File: src/rtl/stream_pkg.sv
// rtl/stream_pkg.sv - shared types and helpers for the stream width converter
package stream_pkg;

  typedef enum logic [1:0] {
    PASS     = 2'd0,
    UPSIZE   = 2'd1,
    DOWNSIZE = 2'd2
  } conv_mode_e;

  typedef enum logic {
    EMPTY = 1'b0,
    DRAIN = 1'b1
  } dsz_state_e;

  // Wide-to-narrow ratio; a zero width yields 1 so elaboration can still report it
  function automatic int ratio_f(input int in_w, input int out_w);
    int hi;
    int lo;
    hi = (in_w > out_w) ? in_w : out_w;
    lo = (in_w > out_w) ? out_w : in_w;
    if (lo <= 0) begin
      return 1;
    end
    return hi / lo;
  endfunction

  function automatic conv_mode_e mode_f(input int in_w, input int out_w);
    if (out_w > in_w) begin
      return UPSIZE;
    end
    if (in_w > out_w) begin
      return DOWNSIZE;
    end
    return PASS;
  endfunction

endpackage

File: src/rtl/stream_reg_slice.sv
// rtl/stream_reg_slice.sv - full-throughput single-entry valid/ready register stage
module stream_reg_slice #(
  parameter int WIDTH = 8
) (
  input  logic             clk,
  input  logic             rst,
  input  logic [WIDTH-1:0] s_data,
  input  logic             s_valid,
  output logic             s_ready,
  output logic [WIDTH-1:0] m_data,
  output logic             m_valid,
  input  logic             m_ready
);

  logic [WIDTH-1:0] data_q, data_d;
  logic             valid_q, valid_d;

  // The entry is free when empty or when the sink drains it this same cycle
  assign s_ready = !valid_q || m_ready;
  assign m_data  = data_q;
  assign m_valid = valid_q;

  // Load on accept, otherwise drop the entry once the sink takes it
  always_comb begin
    data_d  = data_q;
    valid_d = valid_q;
    if (s_valid && s_ready) begin
      data_d  = s_data;
      valid_d = 1'b1;
    end else if (m_ready) begin
      valid_d = 1'b0;
    end
  end

  // Stage registers
  always_ff @(posedge clk or posedge rst) begin
    if (rst) begin
      data_q  <= '0;
      valid_q <= 1'b0;
    end else begin
      data_q  <= data_d;
      valid_q <= valid_d;
    end
  end

endmodule

File: src/rtl/stream_width_conv.sv
// rtl/stream_width_conv.sv - valid/ready width converter (pack, slice or pass); framing via STREAM_WIDTH_CONV_LAST_EN
module stream_width_conv
  import stream_pkg::*;
#(
  parameter int IN_WIDTH  = 16,
  parameter int OUT_WIDTH = 32
`ifdef STREAM_WIDTH_CONV_LAST_EN
  ,
  localparam int KEEP_W = (OUT_WIDTH > IN_WIDTH) ? ratio_f(IN_WIDTH, OUT_WIDTH) : 1
`endif
) (
  input  logic                 clk,
  input  logic                 rst,
  input  logic [IN_WIDTH-1:0]  s_data,
  input  logic                 s_valid,
  output logic                 s_ready,
  output logic [OUT_WIDTH-1:0] m_data,
  output logic                 m_valid,
  input  logic                 m_ready
`ifdef STREAM_WIDTH_CONV_LAST_EN
  ,
  input  logic                 s_last,
  output logic                 m_last,
  output logic [KEEP_W-1:0]    m_keep
`endif
);

  localparam int RATIO = ratio_f(IN_WIDTH, OUT_WIDTH);
  localparam int MAXW  = (IN_WIDTH > OUT_WIDTH) ? IN_WIDTH : OUT_WIDTH;
  localparam int MINW  = (IN_WIDTH > OUT_WIDTH) ? OUT_WIDTH : IN_WIDTH;
  localparam conv_mode_e MODE = mode_f(IN_WIDTH, OUT_WIDTH);

`ifdef STREAM_WIDTH_CONV_LAST_EN
  // Slice payload carries last and keep above the data word
  localparam int SL_W = OUT_WIDTH + 1 + KEEP_W;
`else
  localparam int SL_W = OUT_WIDTH;
`endif

  if (MINW <= 0) begin : g_bad_zero
    $error("stream_width_conv: widths must be non-zero");
  end
  if (MINW > 0 && RATIO * MINW != MAXW) begin : g_bad_ratio
    $error("stream_width_conv: wider width must be a multiple of the narrower");
  end

  if (MODE == PASS) begin : g_pass
    logic [SL_W-1:0] sl_in, sl_out;

`ifdef STREAM_WIDTH_CONV_LAST_EN
    assign sl_in = {s_last, 1'b1, s_data};
    assign {m_last, m_keep, m_data} = sl_out;
`else
    assign sl_in  = s_data;
    assign m_data = sl_out;
`endif

    stream_reg_slice #(.WIDTH(SL_W)) u_slice (
      .clk     (clk),
      .rst     (rst),
      .s_data  (sl_in),
      .s_valid (s_valid),
      .s_ready (s_ready),
      .m_data  (sl_out),
      .m_valid (m_valid),
      .m_ready (m_ready)
    );

  end else if (MODE == UPSIZE) begin : g_up
    localparam int CNT_W = $clog2(RATIO);

    logic [CNT_W-1:0]     cnt_q, cnt_d;
    logic [OUT_WIDTH-1:0] pack_q, pack_d;
    logic [OUT_WIDTH-1:0] word;
    logic                 flush;
    logic                 sl_ready;
    logic [SL_W-1:0]      sl_in, sl_out;

    // A beat completes the word on the top lane, or early on a packet end
`ifdef STREAM_WIDTH_CONV_LAST_EN
    assign flush = (cnt_q == CNT_W'(RATIO - 1)) || s_last;
`else
    assign flush = (cnt_q == CNT_W'(RATIO - 1));
`endif

    // Only a completing beat needs room in the output stage
    assign s_ready = !flush || sl_ready;

    // Merge the incoming beat into its lane; lanes above it are still zero
    always_comb begin
      word = pack_q;
      word[cnt_q*IN_WIDTH +: IN_WIDTH] = s_data;
    end

    // Lane counter and partial word; cleared after every emitted word
    always_comb begin
      cnt_d  = cnt_q;
      pack_d = pack_q;
      if (s_valid && s_ready) begin
        if (flush) begin
          cnt_d  = '0;
          pack_d = '0;
        end else begin
          cnt_d  = cnt_q + 1'b1;
          pack_d = word;
        end
      end
    end

    // Packing registers
    always_ff @(posedge clk or posedge rst) begin
      if (rst) begin
        cnt_q  <= '0;
        pack_q <= '0;
      end else begin
        cnt_q  <= cnt_d;
        pack_q <= pack_d;
      end
    end

`ifdef STREAM_WIDTH_CONV_LAST_EN
    logic [KEEP_W-1:0] keep;

    // Lanes 0..cnt hold real data in the word being emitted
    always_comb begin
      keep = '0;
      for (int i = 0; i < KEEP_W; i++) begin
        keep[i] = (i <= int'(cnt_q));
      end
    end

    assign sl_in = {s_last, keep, word};
    assign {m_last, m_keep, m_data} = sl_out;
`else
    assign sl_in  = word;
    assign m_data = sl_out;
`endif

    stream_reg_slice #(.WIDTH(SL_W)) u_slice (
      .clk     (clk),
      .rst     (rst),
      .s_data  (sl_in),
      .s_valid (s_valid && flush),
      .s_ready (sl_ready),
      .m_data  (sl_out),
      .m_valid (m_valid),
      .m_ready (m_ready)
    );

  end else begin : g_down
    localparam int IDX_W = $clog2(RATIO);

    dsz_state_e          state_q, state_d;
    logic [IDX_W-1:0]    idx_q, idx_d;
    logic [IN_WIDTH-1:0] hold_q, hold_d;
    logic                last_slice;

    assign last_slice = (idx_q == IDX_W'(RATIO - 1));
    // Reload is allowed while the final slice is being taken, avoiding a bubble
    assign s_ready    = (state_q == EMPTY) || (last_slice && m_ready);
    assign m_valid    = (state_q == DRAIN);
    assign m_data     = hold_q[idx_q*OUT_WIDTH +: OUT_WIDTH];

`ifdef STREAM_WIDTH_CONV_LAST_EN
    logic last_q, last_d;
    assign m_last = m_valid && last_slice && last_q;
    assign m_keep = 1'b1;
`endif

    // Load a new word on accept, otherwise step through slices as they drain
    always_comb begin
      state_d = state_q;
      idx_d   = idx_q;
      hold_d  = hold_q;
`ifdef STREAM_WIDTH_CONV_LAST_EN
      last_d  = last_q;
`endif
      if (s_valid && s_ready) begin
        state_d = DRAIN;
        idx_d   = '0;
        hold_d  = s_data;
`ifdef STREAM_WIDTH_CONV_LAST_EN
        last_d  = s_last;
`endif
      end else if (m_valid && m_ready) begin
        if (last_slice) begin
          state_d = EMPTY;
          idx_d   = '0;
        end else begin
          idx_d = idx_q + 1'b1;
        end
      end
    end

    // EMPTY/DRAIN state machine with its hold register
    always_ff @(posedge clk or posedge rst) begin
      if (rst) begin
        state_q <= EMPTY;
        idx_q   <= '0;
        hold_q  <= '0;
`ifdef STREAM_WIDTH_CONV_LAST_EN
        last_q  <= 1'b0;
`endif
      end else begin
        state_q <= state_d;
        idx_q   <= idx_d;
        hold_q  <= hold_d;
`ifdef STREAM_WIDTH_CONV_LAST_EN
        last_q  <= last_d;
`endif
      end
    end
  end

endmodule

File: config.mk
export PLATFORM = sky130hd
export DESIGN_NAME = stream_width_conv
export DESIGN_NICKNAME = d
export VERILOG_FILES = /design/src/rtl/stream_pkg.sv /design/src/rtl/stream_reg_slice.sv /design/src/rtl/stream_width_conv.sv
export SDC_FILE = /design/constraint.sdc
export NUM_CORES = 1
export LEC_CHECK = 0
export CORE_ASPECT_RATIO = 0.7
export CORE_MARGIN = 4
export CORE_UTILIZATION = 45
export DETAILED_ROUTE_END_ITERATION = 12
export PLACE_DENSITY_LB_ADDON = 0.25
export SLEW_MARGIN = 20
export SYNTH_ARGS = -nofsm -noshare
export SYNTH_HDL_FRONTEND = slang
export SYNTH_SLANG_ARGS = --single-unit
File: constraint.sdc
create_clock -name clk -period 2.05 [get_ports clk]
set_input_delay 0.41 -clock clk [delete_from_list [all_inputs] [get_ports clk]]
set_output_delay 0.41 -clock clk [all_outputs]
set_load 0.01 [all_outputs]
# After elaboration in Yosys (flattened, before gate mapping)
# Cells that the tools add are included.
# classes
shifts	2
mux	5
n_addsub	2
reduce_logical	8
# ops
cell	n
negation 5 -> 34 bit	1
variable shift 16 x 34 -> 32 bit, first input constant	1
indexed part select 16 x 34 -> 32 bit	1
bitwise mux 32 bit	1
2-to-1 mux 32 bit	1
logical AND 1 bit	3
2-to-1 mux 1 bit	3
zero test 1 bit	2
logical OR 1 bit	2
nonzero test 2 bit	1
adder 1 bit, second input constant	1
# word_totals
in_bits	20
wordCells	21
output_inout_bits	34
ff_bits	66

# Longest topological paths before layout
# Gate-level depths: netlist of the first run.
# logic_depth
depth_word	4
mapped_depth	5
depth_no_buf	3

# Cells and area by module
# A second synthesis of the first run with hierarchy kept.
# unflattened
cells_unflattened	184
hier_area_um2	2946.6
# modules_own_cells
module	instances	area_per_inst_um2	seq_area_each_um2	cells_each
stream_width_conv	1	1551.5	825.8	112
stream_reg_slice	1	1395.1	825.8	72

# Worst setup path after synthesis of the first run
# Ideal clock, no wire load.
# synth_path
path_kind	register to register
from	register g_up.u_slice.valid_q (netlist: g_up.u_slice.m_valid)
to	register g_up.u_slice.data_q[16] (netlist: g_up.u_slice.m_data[16])
arrival_time_ns	1.154
slack_ns	0.772
period_less_slack_ns	1.278
n_path_buf	1
setup_ns	0.125
path_stages_with_launch	4
t_required_ns	1.925
cell_sequence	dfrtp_1 -> a21oi_4 -> buf_6 -> mux2_2
# synth_via
elab_chain_len	3
# synth_lines
element	line	rtl
from (decl)	stream_reg_slice.sv:16	logic valid_q, valid_d;
from (signal assigned)	stream_reg_slice.sv:42	valid_q <= valid_d;
zero test 1 bit	stream_reg_slice.sv:19	assign s_ready = !valid_q || m_ready;
logical OR 1 bit	stream_reg_slice.sv:19	
logical AND 1 bit	stream_reg_slice.sv:27	if (s_valid && s_ready) begin
to (signal assigned)	stream_reg_slice.sv:41	data_q <= data_d;
to (decl)	stream_reg_slice.sv:15	logic [WIDTH-1:0] data_q, data_d;
# No other way between the ends.
# A chain may end at the register's enable or synchronous reset.

# Final worst setup path of the first run
# layout_path
from	input port m_ready
to	output port s_ready
# layout_via
elab_chain_len	2
# layout_lines
element	line	rtl
from (decl)	stream_width_conv.sv:19	input logic m_ready
logical OR 1 bit	stream_reg_slice.sv:19	
logical OR 1 bit	stream_width_conv.sv:87	assign s_ready = !flush || sl_ready;
to (decl)	stream_width_conv.sv:16	output logic s_ready,
# No other way between the ends.

==> impl_metrics.toml, run 1 <==
[pwr]
p_switching_w = 0.000793
switching_share = 0.271
power.density_mw_per_mm2 = 1140
power_frac_seq = 0.474
leakage_nw = 1.14
intPower_w = 0.00213
power_frac_clock = 0.199
pwr-share-comb = 0.327
ir_drop_uv = 783

[setup_path]
cp-endpoint = "s_ready"
r2r-end = "g_up.u_slice.m_data[31]"
r2r_start = "g_up.cnt_q"
r2r_cells = 4
crit_path_end_kind = "output port"
critPathKind = "primary input to output port"
critPathMaxFanout = 3
crit_required_ns = 1.64
r2r_setup_slack_ns = 0.66
arrival_ns = 1.58
critPathLaunchType = "primary input"
crit_start = "m_ready"

[global_route]
grt_antenna_before_repair = 0
use_met2 = 0.237
met3_usage = 0.0581
grt_max_degree = 34
grt-ovfl-total = 0
grt_pass1_wl_um = 6190
use_met1 = 0.183
grt_pass1_vias = 1271
grt_busiest_layer = "met2"
globalRouteTotalUtil = 0.150

[synth]
yosys_warnings = 0
muxShareOfSynthArea = 0.191
yosysUniqueCellTypes = 13
synth_simple_gate_area_frac = 0.0153
seq_area_frac_synth = 0.664
syn_nets = 137
avgSynthCellArea_um2 = 16.1
synth_top_family_by_area = "multiplexers"
synth_compound_area_frac = 0.0857
synthAdderAreaFrac = 0
synth_xor_area_frac = 0
syn_area_mm2 = 0.00188
ys_seq_elements = 50
syn_inst = 117

[floorplanning]
rows = 19
ios = 54
core_area_mm2 = 0.00397
initial_core_util = 0.475
die_area_mm2 = 0.00530
die_w_um = 85.3
die_h_um = 62.1

[timing]
fin_crit_sh = 0.971
slew_headroom = 0.742
report.final.slew_viol_count = 0
setup_viol = 0
fin_tns_setup_ns = 0
rsz0062_at_grt = "false"
tightestPinTransition_ns = 0.386
max_freq_mhz = 502
period_needed_ns = 1.99
fin_skew_ns = 0.00768
hold_viol_final = 0
worst_hold_slack_ns = 0.395

[clocking]
cts.sinks = 50
clkTransAtPathRegs_ns = 0.09
postCtsSetupRepairBufs = 0
cts_max_level = 2
clock_path_buffers = 2
clk_latency_ns = 0.30
cts_root_buf = "clkbuf_8"
cts_resized = 0
cts_hold_buffers = 0
cts_tree = "yes"
cts_inserted_buffers = 5

[outcome]
status = "finished, final reports clean"

[routing]
ant_nets = 0
vias_per_cell = 5.00
dr.pass1.iters = 4
drt_iter0_drc = 37
wire_per_inst_um = 15.9
drc = 0
wirelength_um = 3600
num_vias = 1129

[cells_and_area]
syn2layout_area_growth_pct = 35.8
drive_above_1_share = 0.264
fin_area_mm2 = 0.00256
layout_common_cells = "clkdlybuf4s50_1, dfrtp_1, mux2_2, a22o_1, clkbuf_8"
post-route-util = 0.645
final_nets = 193
mostFrequentLayoutCell = "clkdlybuf4s50_1"
diodes = 0

[placed_design]
io_buffers = 53
placed_cell_area_mm2 = 0.00246
gp_congestion = 0.720
dp_hpwl_um = 2490

[job]
maxCapViolations = 0

[hold_path]
hp-class = "primary input to asynchronous set/reset pin"
per-layer routing:
metal | up-vias | part of all wire
met5 | - | 0
met4 | 0 | 0.019
met3 | 8 | 0.067
met2 | 33 | 0.47
met1 | 563 | 0.45
li1 | 525 | -
state kept, by name, indices dropped and copies added, names as in the netlist:
| register | count |
|---|---|
| g_up.u_slice.m_valid | 1 |
| g_up.u_slice.m_data | 32 |
| g_up.pack_q | 16 |
| g_up.cnt_q | 1 |
stage by stage:
| stage | instances | setup slack, ns | power, W |
|---|---|---|---|
| final | 226 | 0.0591 | 0.00292 |
| after floorplan | 117 | 0.439 | 0.00183 |
| after global routing | 226 | 0.0260 | 0.00310 |
| after global placement | 218 | 0.0795 | 0.00234 |
| after CTS | 226 | 0.0577 | 0.00296 |
| after detailed placement | 218 | 0.0703 | 0.00238 |
area by class of cell:
cell class	count	area [um2]
Clock inverter	2	12.5
Timing Repair Buffer	57	586
Fill cell	294	1410
Clock buffer	6	82.6
Sequential cell	50	1250
Inverter	3	11.3
Tap cell	52	65.1
Multi-Input combinational cell	56	551
logic make-up (layout without fill, tap and decap cells):
family                 after synthesis  in the layout
multiplexers                        32             32
AO/OA/AOI/OAI                       18             18
buffers and inverters               11             68
AND/OR/NAND/NOR                      6              6
flip-flops                          50             50
worst max-delay path, cell delays in order:
cell	delay, ns
clkdlybuf4s50_1	0.49
nand3b_1	0.14
clkdlybuf4s50_1	0.55
worst min-delay path by stage:
stage / endpoint
2_1_floorplan: g_up.pack_q[10]
3_3_place_gp: g_up.pack_q[4]
3_5_place_dp: g_up.pack_q[2]
4_1_cts: g_up.pack_q[4]
5_1_grt: g_up.u_slice.m_data[20]
6_report: g_up.u_slice.m_data[20]
power groups by stage:
stage               clock network [W]  logic, W  registers [W]
finish                       0.000582  0.000956        0.00138
CTS                          0.000600  0.000974        0.00139
detailed placement                  0  0.000970        0.00141
global route                 0.000652   0.00102        0.00143
global placement                    0  0.000952        0.00139
floorplan                           0  0.000345        0.00149
cells in the mapped netlist:
master / instances / share of area
mux2_2: 32 / 0.19
clkbuf_1: 1 / 0.0020
o21ai_0: 1 / 0.0027
nand2_1: 2 / 0.0040
a22o_1: 16 / 0.074
buf_4: 3 / 0.012
dfrtp_1: 50 / 0.66
inv_1: 3 / 0.0060
a21oi_4: 1 / 0.0086
nand3b_1: 1 / 0.0040
nor2b_1: 1 / 0.0033
buf_6: 4 / 0.024
nor2_1: 2 / 0.0040
No activity file was read; power rests on OpenSTA's default activity.
==> inputs of run 2 (changes only) <==
CORE_MARGIN = 2   (was 4)
==> impl_metrics.toml, run 2 (synthesis results as in run 1) <==
[routing]
drc = 0
wire_per_inst_um = 15.8
highest_layer = "met4"
wirelength_um = 3570
wl_met2_um = 1690
m1WireLength_um = 1640
num_vias = 1149
drt_iter0_drc = 64
ant_nets = 0
vias_per_cell = 5.08
met3_length_um = 235
dr.pass1.iters = 4

[placed_design]
gp_congestion = 0.717
dp_cells = 219
pre_cts_slack_ns = 0.0498
io_buffers = 53
placed_cell_area_mm2 = 0.00247
dp_hpwl_um = 2510

[floorplanning]
die_area_mm2 = 0.00473
die_h_um = 58.1
rows = 19
ios = 54
die_w_um = 81.3
initial_core_util = 0.475
core_area_mm2 = 0.00397

[timing]
period_needed_ns = 1.71
setup_viol = 0
slew_headroom = 0.691
layout_setup_ws_ns = 0.336
max_freq_mhz = 584
hold_viol_final = 0
fin_crit_sh = 0.836
fin_tns_setup_ns = 0
report.final.slew_viol_count = 0
tightestPinTransition_ns = 0.462
rsz0062_at_grt = "false"
fin_skew_ns = 0.00553

[cells_and_area]
mostFrequentLayoutCell = "clkdlybuf4s50_1"
nFillCells = 295
drive_above_1_share = 0.264
syn2layout_area_growth_pct = 37.3
layout_common_cells = "clkdlybuf4s50_1, dfrtp_1, mux2_2, a22o_1, clkbuf_8"
finalNonFillerCells = 226
final_nets = 194
fin_area_mm2 = 0.00259
diodes = 0
largest_reg_flops = 32

[global_route]
grt_antenna_before_repair = 0
globalRouteTotalUtil = 0.172
grt_max_degree = 34
grt-ovfl-total = 0
grt_pass1_vias = 1184
grt_pass1_wl_um = 5990

[pwr]
leakage_nw = 1.15
ir_drop_uv = 672
power.density_mw_per_mm2 = 1170

[setup_path]
r2r_cells = 4
critPathKind = "register to output port"
crit_required_ns = 1.64
crit_path_end_kind = "output port"
arrival_ns = 1.30
worstPathCellList = "clkdlybuf4s50_1"
r2r_setup_slack_ns = 0.69
critPathLaunchType = "register"
r2r-end = "g_up.u_slice.m_data[1]"
critPathMaxStageDelay_ns = 0.57
critPathMaxFanout = 4
critPathBufInv = 1
crit_start = "g_up.u_slice.m_valid"
r2r_start = "g_up.cnt_q"
crit_family = "buffers and inverters"
cp_slowest_cell = "clkdlybuf4s50_1"

[clocking]
clkTransAtPathRegs_ns = 0.08
cts_max_level = 2
cts_hold_buffers = 0
cts_root_buf = "clkbuf_8"
clk_latency_ns = 0.29
cts_inserted_buffers = 5
cts_tree = "yes"
cts_resized = 0
postCtsSetupRepairBufs = 0
cts.sinks = 50
clock_path_buffers = 2

[hold_path]
hp-class = "primary input to asynchronous set/reset pin"

[outcome]
status = "finished, final reports clean"

[job]
maxCapViolations = 0
[run 2: how the worst max path moves through the flow]
stage	end	cells after the start	slack, ns
after detailed placement	s_ready	3	0.05
final	m_valid	1	0.34
after floorplan	g_up.cnt_q	1	0.44
after global placement	s_ready	3	0.09
after CTS	s_ready	3	0.04
after global routing	m_valid	1	0.27
[run 2: layer usage]
| metal | track usage | vias to the layer above |
|---|---|---|
| li1 | - | 527 |
| met1 | 0.235 | 588 |
| met2 | 0.263 | 32 |
| met3 | 0.0530 | 2 |
| met4 | 0.0581 | 0 |
| met5 | 0 | - |
[run 2: cell type report]
type | count | area (um2) | share of cell area
Tap cell | 52 | 65.1 | 0.0252
Inverter | 3 | 11.3 | 0.00435
Timing Repair Buffer | 58 | 596 | 0.230
Clock buffer | 6 | 82.6 | 0.0319
Multi-Input combinational cell | 56 | 551 | 0.213
Sequential cell | 50 | 1250 | 0.484
Clock inverter | 1 | 30.0 | 0.0116
[run 2: power breakdown]
group          leakage [nW]  total, W  internal (W)  switching, W
Sequential            0.630   0.00139       0.00125      0.000140
Clock                0.0573  0.000681      0.000390      0.000291
Combinational         0.466  0.000959      0.000613      0.000346
Total                  1.15   0.00303       0.00225      0.000776
[run 2: through the flow]
step                      total power [W]  hold slack [ns]   util
final                             0.00303            0.442  0.651
after CTS                         0.00307            0.446  0.651
after detailed placement          0.00238            0.482  0.622
after global placement            0.00234            0.477  0.622
after global routing              0.00321            0.482  0.651
after floorplan                   0.00183            0.460      -
==> inputs of run 3 (changes only) <==
clock period = 1.7 ns   (was 2.05 ns; I/O delays follow)
==> impl_metrics.toml, run 3 (synthesis results as in run 1) <==
[setup_path]
arrival_ns = 1.30
r2r_setup_slack_ns = 0.34
critPathLaunchType = "register"
r2r_start = "g_up.cnt_q"
r2r-end = "g_up.u_slice.m_data[17]"
crit_family = "buffers and inverters"
critPathMaxStageDelay_ns = 0.57
critPathBufInv = 1
r2r_cells = 4
critPathMaxFanout = 4
crit_path_end_kind = "output port"
cp_slowest_cell = "clkdlybuf4s50_1"
critPathKind = "register to output port"
worstPathCellList = "clkdlybuf4s50_1"
crit_required_ns = 1.36

[placed_design]
io_buffers = 53
gp_congestion = 0.719
placed_cell_area_mm2 = 0.00249
dp_hpwl_um = 2500

[pwr]
switching_share = 0.256
leakage_nw = 1.16
power_frac_seq = 0.463
ir_drop_uv = 746
pwr-share-comb = 0.320
p_switching_w = 0.000925
power_frac_clock = 0.217
intPower_w = 0.00269
power.density_mw_per_mm2 = 1390

[floorplanning]
die_w_um = 81.3
initial_core_util = 0.475
ios = 54
die_h_um = 58.1
die_area_mm2 = 0.00473
core_area_mm2 = 0.00397
rows = 19

[timing]
max_freq_mhz = 610
slew_headroom = 0.832
fin_skew_ns = 0.00154
rsz0062_at_grt = "false"
tightestPinTransition_ns = 0.252
fin_crit_sh = 0.964
period_needed_ns = 1.64
setup_viol = 0
hold_viol_final = 0
report.final.slew_viol_count = 0

[global_route]
grt_pass1_vias = 1205
globalRouteTotalUtil = 0.169
grt_antenna_before_repair = 0
grt_max_degree = 51
grt-ovfl-total = 0
grt_pass1_wl_um = 5910

[cells_and_area]
mostFrequentLayoutCell = "clkdlybuf4s50_1"
diodes = 0
layout_common_cells = "clkdlybuf4s50_1, dfrtp_1, mux2_2, a22o_1, buf_4"
fin_area_mm2 = 0.00260
largest_reg_flops = 32
final_nets = 197
drive_above_1_share = 0.270
post-route-util = 0.655
syn2layout_area_growth_pct = 37.9

[routing]
wirelength_um = 3510
highest_layer = "met4"
wl_met2_um = 1620
dr.pass1.iters = 4
m1WireLength_um = 1620
vias_per_cell = 4.95
ant_nets = 0
drt_iter0_drc = 43
met3_length_um = 235
num_vias = 1138
wire_per_inst_um = 15.3
drc = 0

[clocking]
cts_tree = "yes"
cts.sinks = 50
clk_latency_ns = 0.29
clock_path_buffers = 2
clkTransAtPathRegs_ns = 0.08
cts_max_level = 2
cts_inserted_buffers = 5
cts_root_buf = "clkbuf_8"

[outcome]
status = "finished, final reports clean"

[job]
maxCapViolations = 0

[hold_path]
hp-class = "primary input to asynchronous set/reset pin"
## run 3: changes by cell type in the layout (fill, tap and decap cells not counted)
cell and delta:
clkbuf_1 +2, buf_4 +3, dlymetal6s2s_1 -1, dlygate4sd2_1 +1, clkbuf_8 -1
## run 3: cell type report
type                    count  area (um2)
inverters                   3        11.3
repair buffers             61         614
clock inverters             1        30.0
multi-input cells          56         551
well taps                  52        65.1
clock buffers               7        76.3
flip-flops and latches     50        1250
fillers                   295        1370
## run 3: what timing repair did
| item | 4_1_cts | 5_1_grt |
|---|---|---|
| hold buffers | 0 | 0 |
| setup buffers | 0 | 0 |
| gates resized for setup | 1 | 0 |
| endpoints found under the setup margin | 1 | 0 |
## run 3: layer usage
| metal | GRT usage | vias to the layer above |
|---|---|---|
| met5 | 0 | - |
| met4 | 0.0654 | 0 |
| met3 | 0.0514 | 5 |
| met2 | 0.262 | 35 |
| met1 | 0.224 | 564 |
| li1 | - | 534 |
## run 3: per-stage QoR
step           std cells  setup slack (ns)  hold WS (ns)  TNS, ns  total power (W)
6_report             230            0.0616         0.396        0          0.00361
5_1_grt              230            0.0132         0.413        0          0.00383
4_1_cts              230            0.0402         0.392        0          0.00368
3_5_place_dp         222            -0.150         0.481    -2.88          0.00287
3_3_place_gp         222            -0.125         0.477    -1.62          0.00283
2_1_floorplan        117             0.159         0.447        0          0.00221
## run 3: power groups by stage
stage	Clock [W]	Sequential, W	Combinational, W
floorplan	0	0.00179	0.000416
global placement	0	0.00168	0.00116
detailed placement	0	0.00170	0.00117
CTS	0.000826	0.00168	0.00118
global route	0.000868	0.00172	0.00124
finish	0.000783	0.00167	0.00116
## run 3: worst max-delay path by stage
stage	start	cells after the start	slack, ns	to
final	g_up.u_slice.m_valid	1	0.06	m_valid
after global routing	g_up.u_slice.m_valid	1	0.01	m_valid
after CTS	g_up.u_slice.m_valid	1	0.04	m_valid
after detailed placement	m_ready	3	-0.15	s_ready
after global placement	m_ready	3	-0.13	s_ready
after floorplan	rst	1	0.16	g_up.cnt_q
